<file path="src/rtl/alarm_controller.sv">
// Zoned intrusion-alarm sequencer: exit/entry delays, siren timeout, bypass and
// instant masks, latched trip and panic reporting. All outputs are registered.
module alarm_controller #(
  parameter int NUM_ZONES   = 3,
  parameter int CNT_W       = 8,
  parameter int EXIT_DELAY  = 16,
  parameter int ENTRY_DELAY = 8,
  parameter int SIREN_TIME  = 32
) (
  input  logic                 CLK,
  input  logic                 RST_N,
  input  logic                 PANIC,
  input  logic                 ENABLE,
  input  logic                 CLEAR,
  input  logic [NUM_ZONES-1:0] ZONE_CLOSED,
  input  logic [NUM_ZONES-1:0] ZONE_BYPASS,
  input  logic [NUM_ZONES-1:0] ZONE_INSTANT,
  output logic                 ALARM,
  output logic                 ARMED,
  output logic [2:0]           STATE,
  output logic [NUM_ZONES-1:0] TRIPPED,
  output logic                 PANIC_FLAG,
  output logic [CNT_W-1:0]     TIMER
);

  localparam logic [2:0] DISARMED = 3'd0;
  localparam logic [2:0] EXIT     = 3'd1;
  localparam logic [2:0] ARMED_S  = 3'd2;
  localparam logic [2:0] ENTRY    = 3'd3;
  localparam logic [2:0] ALARM_S  = 3'd4;
  localparam logic [2:0] SILENCED = 3'd5;

  localparam longint TMAX = (64'sd1 <<< CNT_W) - 64'sd1;

  if (NUM_ZONES < 1 ||
      EXIT_DELAY  < 1 || longint'(EXIT_DELAY)  > TMAX ||
      ENTRY_DELAY < 1 || longint'(ENTRY_DELAY) > TMAX ||
      SIREN_TIME  < 1 || longint'(SIREN_TIME)  > TMAX) begin : g_bad_param
    $error("alarm_controller: delay parameter out of range for CNT_W");
  end

  localparam logic [CNT_W-1:0] EXIT_LD  = CNT_W'(EXIT_DELAY - 1);
  localparam logic [CNT_W-1:0] ENTRY_LD = CNT_W'(ENTRY_DELAY - 1);
  localparam logic [CNT_W-1:0] SIREN_LD = CNT_W'(SIREN_TIME - 1);

  logic [2:0]           state_q, state_d;
  logic [CNT_W-1:0]     timer_q, timer_d;
  logic [NUM_ZONES-1:0] trip_q, trip_d;
  logic                 pflag_q, pflag_d;
  logic                 alarm_q, armed_q;
  logic [NUM_ZONES-1:0] act;
  logic                 inst_trip, any_trip, new_trip, tmr_zero;

  assign act       = ~ZONE_CLOSED & ~ZONE_BYPASS;
  assign inst_trip = |(act & ZONE_INSTANT);
  assign any_trip  = |act;
  assign new_trip  = |(act & ~trip_q);
  assign tmr_zero  = (timer_q == '0);

  always_comb begin
    state_d = state_q;
    timer_d = timer_q;
    trip_d  = trip_q;
    pflag_d = pflag_q;
    if (state_q inside {ARMED_S, ENTRY, ALARM_S, SILENCED}) trip_d = trip_q | act;
    if (PANIC) begin
      state_d = ALARM_S;
      timer_d = SIREN_LD;
      pflag_d = 1'b1;
    end else begin
      case (state_q)
        DISARMED: if (ENABLE) begin state_d = EXIT; timer_d = EXIT_LD; end
        EXIT: begin
          if (!ENABLE)       state_d = DISARMED;
          else if (tmr_zero) state_d = ARMED_S;
          else               timer_d = timer_q - CNT_W'(1);
        end
        ARMED_S: begin
          if (!ENABLE)        state_d = DISARMED;
          else if (inst_trip) begin state_d = ALARM_S; timer_d = SIREN_LD; end
          else if (any_trip)  begin state_d = ENTRY;   timer_d = ENTRY_LD; end
        end
        ENTRY: begin
          // Only disarm cancels the grace period; re-closing the zone does not.
          if (!ENABLE)                    state_d = DISARMED;
          else if (inst_trip || tmr_zero) begin state_d = ALARM_S; timer_d = SIREN_LD; end
          else                            timer_d = timer_q - CNT_W'(1);
        end
        ALARM_S: begin
          if (CLEAR)         state_d = DISARMED;
          else if (tmr_zero) state_d = SILENCED;
          else               timer_d = timer_q - CNT_W'(1);
        end
        SILENCED: begin
          if (CLEAR)         state_d = DISARMED;
          else if (new_trip) begin state_d = ALARM_S; timer_d = SIREN_LD; end
        end
        default: state_d = DISARMED;
      endcase
    end
    if (state_d == DISARMED) begin
      timer_d = '0;
      trip_d  = '0;
      pflag_d = 1'b0;
    end
  end

  always_ff @(posedge CLK) begin
    if (!RST_N) begin
      state_q <= DISARMED;
      timer_q <= '0;
      trip_q  <= '0;
      pflag_q <= 1'b0;
      alarm_q <= 1'b0;
      armed_q <= 1'b0;
    end else begin
      state_q <= state_d;
      timer_q <= timer_d;
      trip_q  <= trip_d;
      pflag_q <= pflag_d;
      alarm_q <= (state_d == ALARM_S);
      armed_q <= (state_d == ARMED_S) || (state_d == ENTRY);
    end
  end

  assign ALARM      = alarm_q;
  assign ARMED      = armed_q;
  assign STATE      = state_q;
  assign TRIPPED    = trip_q;
  assign PANIC_FLAG = pflag_q;
  assign TIMER      = timer_q;

endmodule

</file>
<file path="config.mk">
export PLATFORM = sky130hd
export DESIGN_NAME = alarm_controller
export DESIGN_NICKNAME = d
export VERILOG_FILES = /design/src/rtl/alarm_controller.sv
export SDC_FILE = /design/constraint.sdc
export NUM_CORES = 1
export LEC_CHECK = 0
export BUFFER_PORTS_ARGS = -buffer_cell sky130_fd_sc_hd__buf_2
export CORE_MARGIN = 2
export CORE_UTILIZATION = 45
export DETAILED_ROUTE_END_ITERATION = 10
export GPL_TIMING_DRIVEN = 0
export PLACE_DENSITY = 0.7
export SLEW_MARGIN = 5
export SYNTH_ARGS = -nofsm -noshare
export SYNTH_HDL_FRONTEND = slang
export SYNTH_SLANG_ARGS = --single-unit
</file>
<file path="constraint.sdc">
create_clock -name CLK -period 3.3 [get_ports CLK]
set_clock_uncertainty 0.15 [all_clocks]
set_input_delay 0.495 -clock CLK [delete_from_list [all_inputs] [get_ports CLK]]
set_output_delay 0.495 -clock CLK [all_outputs]
set_load 0.02 [all_outputs]
</file>
; ---- Word level (Yosys, flattened, before mapping)
; Cells that the tools add are included.
[totals]
word_cells = 82
reg_bits = 17
[op_classes]
n_addsub = 1
muxes = 27
n_reduce_logical = 15
bitwise = 8
n_eq_ne = 24
[ops]
columns = operator, n
row1 = $mux W8, 11
row2 = $pmux W8 S6, 1
row3 = $mux W3, 13
row4 = $ne A3 B3 Y1 const B, 8
row5 = $pmux W3 S6, 1
row6 = $reduce_and A9 Y1, 2
row7 = $ne A2 B2 Y1 const B, 7
row8 = $eq A3 B2 Y1 const B, 4
row9 = $reduce_or A3 Y1, 4
row10 = $and A3 B3 Y3, 3
row11 = $eq A3 B3 Y1 const B, 3
row12 = $not A3 Y3, 3
row13 = $logic_not A8 Y1, 1
row14 = $sub A8 B1 Y8 const B, 1
row15 = $reduce_bool A7 Y1, 1
row16 = $logic_not A3 Y1, 2
row17 = $reduce_bool A6 Y1, 1
row18 = $mux W5, 1
row19 = $ne A4 B4 Y1 const B, 1
row20 = $reduce_bool A4 Y1, 1
row21 = $eq A3 B1 Y1 const B, 1
row22 = $or A3 B3 Y3, 1
row23 = $logic_or A1 B1 Y1, 2
row24 = $reduce_or A2 Y1, 1
row25 = $not A1 Y1, 1

; ---- Longest topological paths before layout
; Gate-level depths: netlist of run 1.
[depth]
depth_word = 11
ltp_mapped = 8

; ---- Least setup slack after synthesis of run 1
; No wires, ideal clock.
[synth_path]
path_kind = register to register
from = register timer_q[0], in the netlist TIMER[0]
to = register timer_q[4], in the netlist TIMER[4]
path_slack_ns = 1.115
path_stages_with_launch = 8
setup_time_ns = 0.139
n_path_buf = 1
required_ns = 3.011
synth_period_minus_slack_ns = 2.185
t_arrival_ns = 1.896
cell_sequence = dfxtp_1 > inv_1 > ha_1 > nor4b_2 > and3_1 > o41ai_1 > buf_2 > a222oi_1
[synth_via]
elab_chain_cells = 8
[synth_lines]
columns = item, line
row1 = "start, declared", 47  ; logic [CNT_W-1:0] timer_q, timer_d;
row2 = "start signal, assigned", 118  ; timer_q <= timer_d;
row3 = "parallel branches: the longest is 8 deep, another holds $sub A8 B1 Y8", --
; Several ways; the timed one is not identified. The select of a mux whose other input is x is not followed.
; A chain may end at the register's enable or synchronous reset.

; ---- Final worst setup path of run 1
; Ends and elaborated chain as after synthesis.

==> results of run 1 <==
[power by group]
group	total [mW]	switching [mW]	leakage [nW]	internal, mW
Combinational	0.195	0.117	0.392	0.0785
Clock	0.123	0.0758	0.0150	0.0473
Sequential	0.237	0.0177	0.139	0.219
[state kept, by name, summed over array words and instances, names as in the netlist]
name / flops
ALARM: 1
ARMED: 1
PANIC_FLAG: 1
STATE: 3
TIMER: 8
TRIPPED: 3
[metal layers]
layer	share of wire [%]	up-vias	GRT usage (%)
met5	0	-	0
li1	-	585	-
met3	6.3	5	3.279
met4	1.6	0	10.42
met2	48	49	38.55
met1	44	578	30.47
[final timing paths]
check              from          to  cells after the start
max            TIMER[0]    TIMER[4]                      7
min               RST_N    STATE[1]                      3
max reg2reg    TIMER[0]    TIMER[4]                      7
min reg2reg  PANIC_FLAG  PANIC_FLAG                      2
[worst register-to-register path, cell delays in order, from the launching register on]
cell and delay (ps):
dfxtp_1 430, inv_1 110, ha_1 200, nor4b_2 180
and3_1 220, o41ai_1 520, buf_2 340, a222oi_1 130
[layout by cell type, fill, tap and decap left out, types with 3 or more instances in the layout]
cell / count
dfxtp_1: 17
inv_1: 6
nand3_1: 4
nand2_1: 8
clkbuf_4: 3
clkbuf_1: 3
a21oi_1: 10
a32oi_1: 5
o21ai_0: 3
buf_2: 31
nor3_1: 9
nor2_1: 17
[cells by family after synthesis]
kind of cell / Yosys count / synth area share [%]
simple gates: 61 / 31.28
xor+xnor: 3 / 2.313
mux: 1 / 0.9911
fa+ha+maj: 2 / 2.202
compound gates: 39 / 27.42
flops: 17 / 29.96
buf+inv: 13 / 5.837
[area by class of cell]
class / count / area, sq um / area share (%)
Multi-Input combinational cell: 106 / 729.5 / 54.23
Sequential cell: 17 / 340.3 / 25.30
Timing Repair Buffer: 29 / 145.1 / 10.79
Buffer: 7 / 43.79 / 3.256
Tap cell: 30 / 37.54 / 2.791
Clock buffer: 4 / 26.28 / 1.953
Inverter: 6 / 22.52 / 1.674
[through the flow]
step                      std cells  hold slack (ps)
after floorplan                 136            408.3
final                           199            339.0
after detailed placement        195            327.2
after global placement          195            326.1
after global routing            199            351.0
after CTS                       199            332.7
[synth_stat cells, types with 3 or more instances]
master   instances  area (sq um)
a21oi_1         10         50.05
nor2_1          17         63.81
inv_1            6         22.52
nor3_1           9         45.04
nand3_1          4         20.02
a32oi_1          5         43.79
nand2_1          8         30.03
dfxtp_1         17         340.3
o21ai_0          3         15.01
==> qor.yml, run 1 <==
clock_tree:
  cts-resized-gates: 0
  cts_hold_buf: 0
  path_clk_slew_ps: 110
  root_buffer: "clkbuf_4"
  htreeDepth: 1
  tritoncts: "yes"
  clkLatencyLatePin_ps: 310
  cts.path.max_buffers: 2
  postCtsSetupBuffers: 0
  cts.sink_count: 17
  cts_made_buffers: 3
floorplan:
  die_y_um: 54.25
  die_x_um: 54.25
  num_rows: 18
  initial_utilization_pct: 46.71
  core_sq_um: 2432
  pin_count: 31
  die_area_sq_um: 2943
synthesis:
  ys_seq_area_share_pct: 29.96
  netlist_instances: 136
  synth_edf_count: 0
  synth_cell_types: 49
  yosys_most_used_dff: "dfxtp_1"
  synth_area_sq_um: 1136
  ys_ff_latch: 17
  synth_area_per_cell_sq_um: 8.354
  syn_nets: 152
  yosys_warnings: 0
  synth-async-reset-ratio_pct: 0
place:
  preCtsSetupSlack_ps: 895.2
  gp_congestion: 0.8599
  dp_hpwl_um: 2260
  post_dp_cell_area_sq_um: 1319
  port_buffers: 29
sta:
  rsz0062_at_grt: "no"
  finalHoldViolCount: 0
  period_share_pct: 73.02
  maxSlewViolCount: 0
  layout_setup_ws_ps: 890.3
  tightestPinTransition_ps: 599.3
  setup_tns_ps: 0
  fmax_mhz: 415.0
  max-slew-margin-rel_pct: 59.74
  min_period_ps: 2410
  setup_violations: 0
critical_path:
  crit_slowest_cell: "o41ai_1"
  start_kind: "flop"
  worstSetupPathType: "reg -> reg"
  r2r_setup_slack_ps: 890
  slowest_delay_ps: 520
  cp.buffers_inverters: 2
  path_max_fanout: 10
  crit_arrival_ps: 2450
  worstSetupEndpointType: "flop"
  required_ps: 3340
  cpLargestDelayFamily: "compound AO/OA/AOI/OAI gates"
  path_cells: "inv_1 > ha_1 > nor4b_2 > and3_1 > o41ai_1 > buf_2 > a222oi_1"
pwr:
  leakagePower_nw: 0.5458
  ir_drop_v: 0.0002820
  power.total_mw: 0.5553
  power.density_nw_per_um2: 412.8
grt:
  grt_max_degree: 11
  first_global_vias: 1080
  antenna_found_initial: 0
  grt_pass1_wl_um: 4968
  grt_usage_pct: 23.48
  grt-ovfl-total: 0
detailed_routing:
  drt-pass1-iter-count: 4
  drcViolationCount: 0
  wl_per_cell_um: 15.20
  routed_wl_um: 3024
  num_vias: 1217
  drtAntennaViolNets: 0
  detail_route.iter0.violations: 45
  via_per_inst: 6.116
min_path:
  hold_class: "in -> reg"
cells_and_area:
  final_util_pct: 55.30
  synthToLayoutAreaGrowth_pct: 18.39
  fillers: 242
  design_area_sq_um: 1345
  diodes: 0
  drive_gt1_share_pct: 28.40
  finalNetCount: 186
run:
  maxCapViolations: 0
run_status:
  status: "finished clean"
Note: power is estimated with default switching activity, not from simulation.
==> inputs of run 2 (changes only) <==
Settings changed: ABC_AREA from default to 1, PLACE_DENSITY 0.7 to 0.71.
Clock period 3.3 ns to 1.93 ns, I/O delays scaled along.
==> run 2 against run 1 <==
  * Power increased by 85%
  * Register-to-register slack worse by 780 ps
  * Synthesized area up 24%
  * Setup slack got worse by 780 ps
  * Final area rose by 34%
  * Via count grew 26%
==> qor.yml, run 2 <==
run_status:
  status: "finished clean"
synthesis:
  ys_seq_area_share_pct: 24.09
  syn_nets: 251
  synth_top_family_by_area: "simple AND/OR/NAND/NOR gates"
  synth_area_per_cell_sq_um: 6.011
  yosys_most_used_dff: "dfxtp_1"
  synth-compound-area-share_pct: 6.820
  synthAdderAreaFrac_pct: 1.771
  yosys-top-cells-count: "nand2_1 (69), nor2_1 (42), inv_1 (31)"
  muxShareOfSynthArea_pct: 0
  synth_edf_count: 0
  netlist_instances: 235
  ys_top_cells_by_area: "dfxtp_1 (24%), nand2_1 (18%), nor2_1 (11%)"
  synth_top_area_share_pct: 24.09
  synth_top_area_cell: "dfxtp_1"
  yosys_warnings: 0
  yosysMostFrequentCell: "nand2_1"
  synth_xor_area_share_pct: 2.480
  ys_ff_latch: 17
  synth_cell_types: 27
  synth_area_sq_um: 1413
  synth-async-reset-ratio_pct: 0
  yosys.area_share.simple_pct: 54.74
cells_and_area:
  design_area_sq_um: 1799
  final_common_cell: "nand2_1"
  fillers: 297
  synthToLayoutAreaGrowth_pct: 27.37
  regArea_sq_um: 349.1
  finalNetCount: 293
  multi_input_area_sq_um: 1025
  diodes: 0
  largest_reg_flops: 8
  drive_gt1_share_pct: 30.07
  mostFrequentLayoutCells: "nand2_1 (66), nor2_1 (38), buf_2 (30)"
detailed_routing:
  num_vias: 1534
  drcViolationCount: 0
  wl_per_cell_um: 11.13
  drt-pass1-iter-count: 4
  via_per_inst: 4.794
  routed_wl_um: 3563
  drtAntennaViolNets: 0
  detail_route.iter0.violations: 49
pwr:
  internal_power_mw: 0.6125
  switching_share_pct: 40.50
  power.density_nw_per_um2: 572.1
  pwr-share-seq_pct: 38.8
  power_frac_comb_pct: 41.8
  power.total_mw: 1.029
  ir_drop_v: 0.0004237
  leakagePower_nw: 0.9626
  switching_power_mw: 0.4169
  p_clk_share_pct: 19.4
clock_tree:
  cts_made_buffers: 3
  cts_hold_buf: 0
  cts.path.max_buffers: 2
  root_buffer: "clkbuf_4"
  htreeDepth: 1
  path_clk_slew_ps: 110
  tritoncts: "yes"
  cts.sink_count: 17
  clkLatencyLatePin_ps: 290
sta:
  tightestPinTransition_ps: 330.1
  finalHoldViolCount: 0
  layout_setup_ws_ps: 111.8
  setup_violations: 0
  maxSlewViolCount: 0
  period_share_pct: 94.21
  fmax_mhz: 550.0
  max-slew-margin-rel_pct: 77.85
  min_period_ps: 1818
critical_path:
  cpLargestDelayFamily: "simple AND/OR/NAND/NOR gates"
  required_ps: 1980
  slowest_delay_ps: 410
  path_cells: "inv_2 > ha_4 > nand3_4 > nor2_4 > o21bai_1 > nand3_1 > nor2_4 > nand3_4 > nand2_4 > nor2_1"
  crit_slowest_cell: "dfxtp_1"
  cp.buffers_inverters: 1
  worstSetupPathType: "reg -> reg"
  path_max_fanout: 6
  crit_arrival_ps: 1870
  start_kind: "flop"
  worstSetupEndpointType: "flop"
run:
  maxCapViolations: 0
grt:
  grt-ovfl-total: 0
  grt_usage_pct: 20.04
  first_global_vias: 1308
  antenna_found_initial: 0
  grt_pass1_wl_um: 5506
  grt_max_degree: 12
floorplan:
  pin_count: 31
  num_rows: 20
  initial_utilization_pct: 46.65
  die_y_um: 60.03
  die_x_um: 60.03
  die_area_sq_um: 3603
  core_sq_um: 3028
place:
  port_buffers: 30
  preCtsSetupSlack_ps: -113.1
  dp_hpwl_um: 2664
  gp_congestion: 0.9359
  post_dp_cell_area_sq_um: 1618
min_path:
  hold_class: "in -> reg"
## run 2: cell types whose count changed after synthesis, sizes merged, moves of 3 or more
cell,before,now
inv,6,34
nand2,8,74
nor3b,4,0
nor2,17,50
buf,5,1
nand4,0,4
nand3,4,29
o21ai,5,8
nor3,9,1
a21oi,11,6
a32oi,5,0
## run 2: path summary, 6_finish.rpt
check	startpoint	endpoint	slack (ps)	depth (start not counted)
worst min-delay path	PANIC	PANIC_FLAG	140	3
worst max-delay path	TIMER[1]	TIMER[0]	110	10
worst min register to register	PANIC_FLAG	PANIC_FLAG	340	2
worst max register to register	TIMER[1]	TIMER[0]	110	10
## run 2: kinds of logic (layout without fill, tap and decap cells)
| kind of cell | after synthesis | after routing |
|---|---|---|
| buffers and inverters | 36 | 76 |
| AND/OR/NAND/NOR | 160 | 161 |
| flip-flops | 17 | 17 |
| XOR/XNOR | 4 | 4 |
| AO/OA/AOI/OAI | 16 | 16 |
| adder cells (fa/ha/maj) | 2 | 2 |
## run 2: repair_timing
action,4_1_cts,5_1_grt
resized for setup,2,27
gates cloned,0,1
buffers inserted,1,5
setup endpoints to repair,12,13
hold endpoints to repair,0,0
pin swaps,1,6
## run 2: worst reg2reg max path, cell delays in order, from the launching register on
cell	delay [ps]
dfxtp_1	410
inv_2	80
ha_4	160
nand3_4	90
nor2_4	60
o21bai_1	130
nand3_1	150
nor2_4	160
nand3_4	150
nand2_4	140
nor2_1	40
## run 2: layout make-up
cell class | count | area share (%)
plain buffers | 1 | 0.6259
clock buffers | 3 | 1.252
clock inverters | 1 | 0.4172
inverters | 35 | 7.441
multi-input cells | 183 | 56.95
flip-flops and latches | 17 | 19.40
well taps | 44 | 3.060
repair buffers | 36 | 10.85
## run 2: power groups by stage
| stage | Clock, mW | Sequential (mW) | Combinational, mW |
|---|---|---|---|
| 6_report | 0.200 | 0.399 | 0.430 |
| 3_3_place_gp | 0 | 0.400 | 0.368 |
| 3_5_place_dp | 0 | 0.401 | 0.371 |
| 2_1_floorplan | 0 | 0.421 | 0.259 |
| 4_1_cts | 0.203 | 0.393 | 0.378 |
| 5_1_grt | 0.224 | 0.403 | 0.485 |
## run 2: per-stage QoR
step,util (%),hold WS (ps),TNS [ps],std cells
detailed placement,53.43,322.1,-902.3,309
floorplan,-,268.9,0,235
global placement,53.43,308.4,-722.5,309
finish,59.42,143.8,0,320
global route,59.42,151.9,-25.50,320
CTS,54.79,119.4,0,314
## run 2: routing by layer
layer | GRT usage [%] | vias up | wire [um]
met3 | 1.948 | 4 | 140
met5 | 0 | - | 0
li1 | - | 823 | -
met1 | 28.08 | 668 | 1730
met4 | 6.667 | 0 | 42
met2 | 31.99 | 39 | 1649
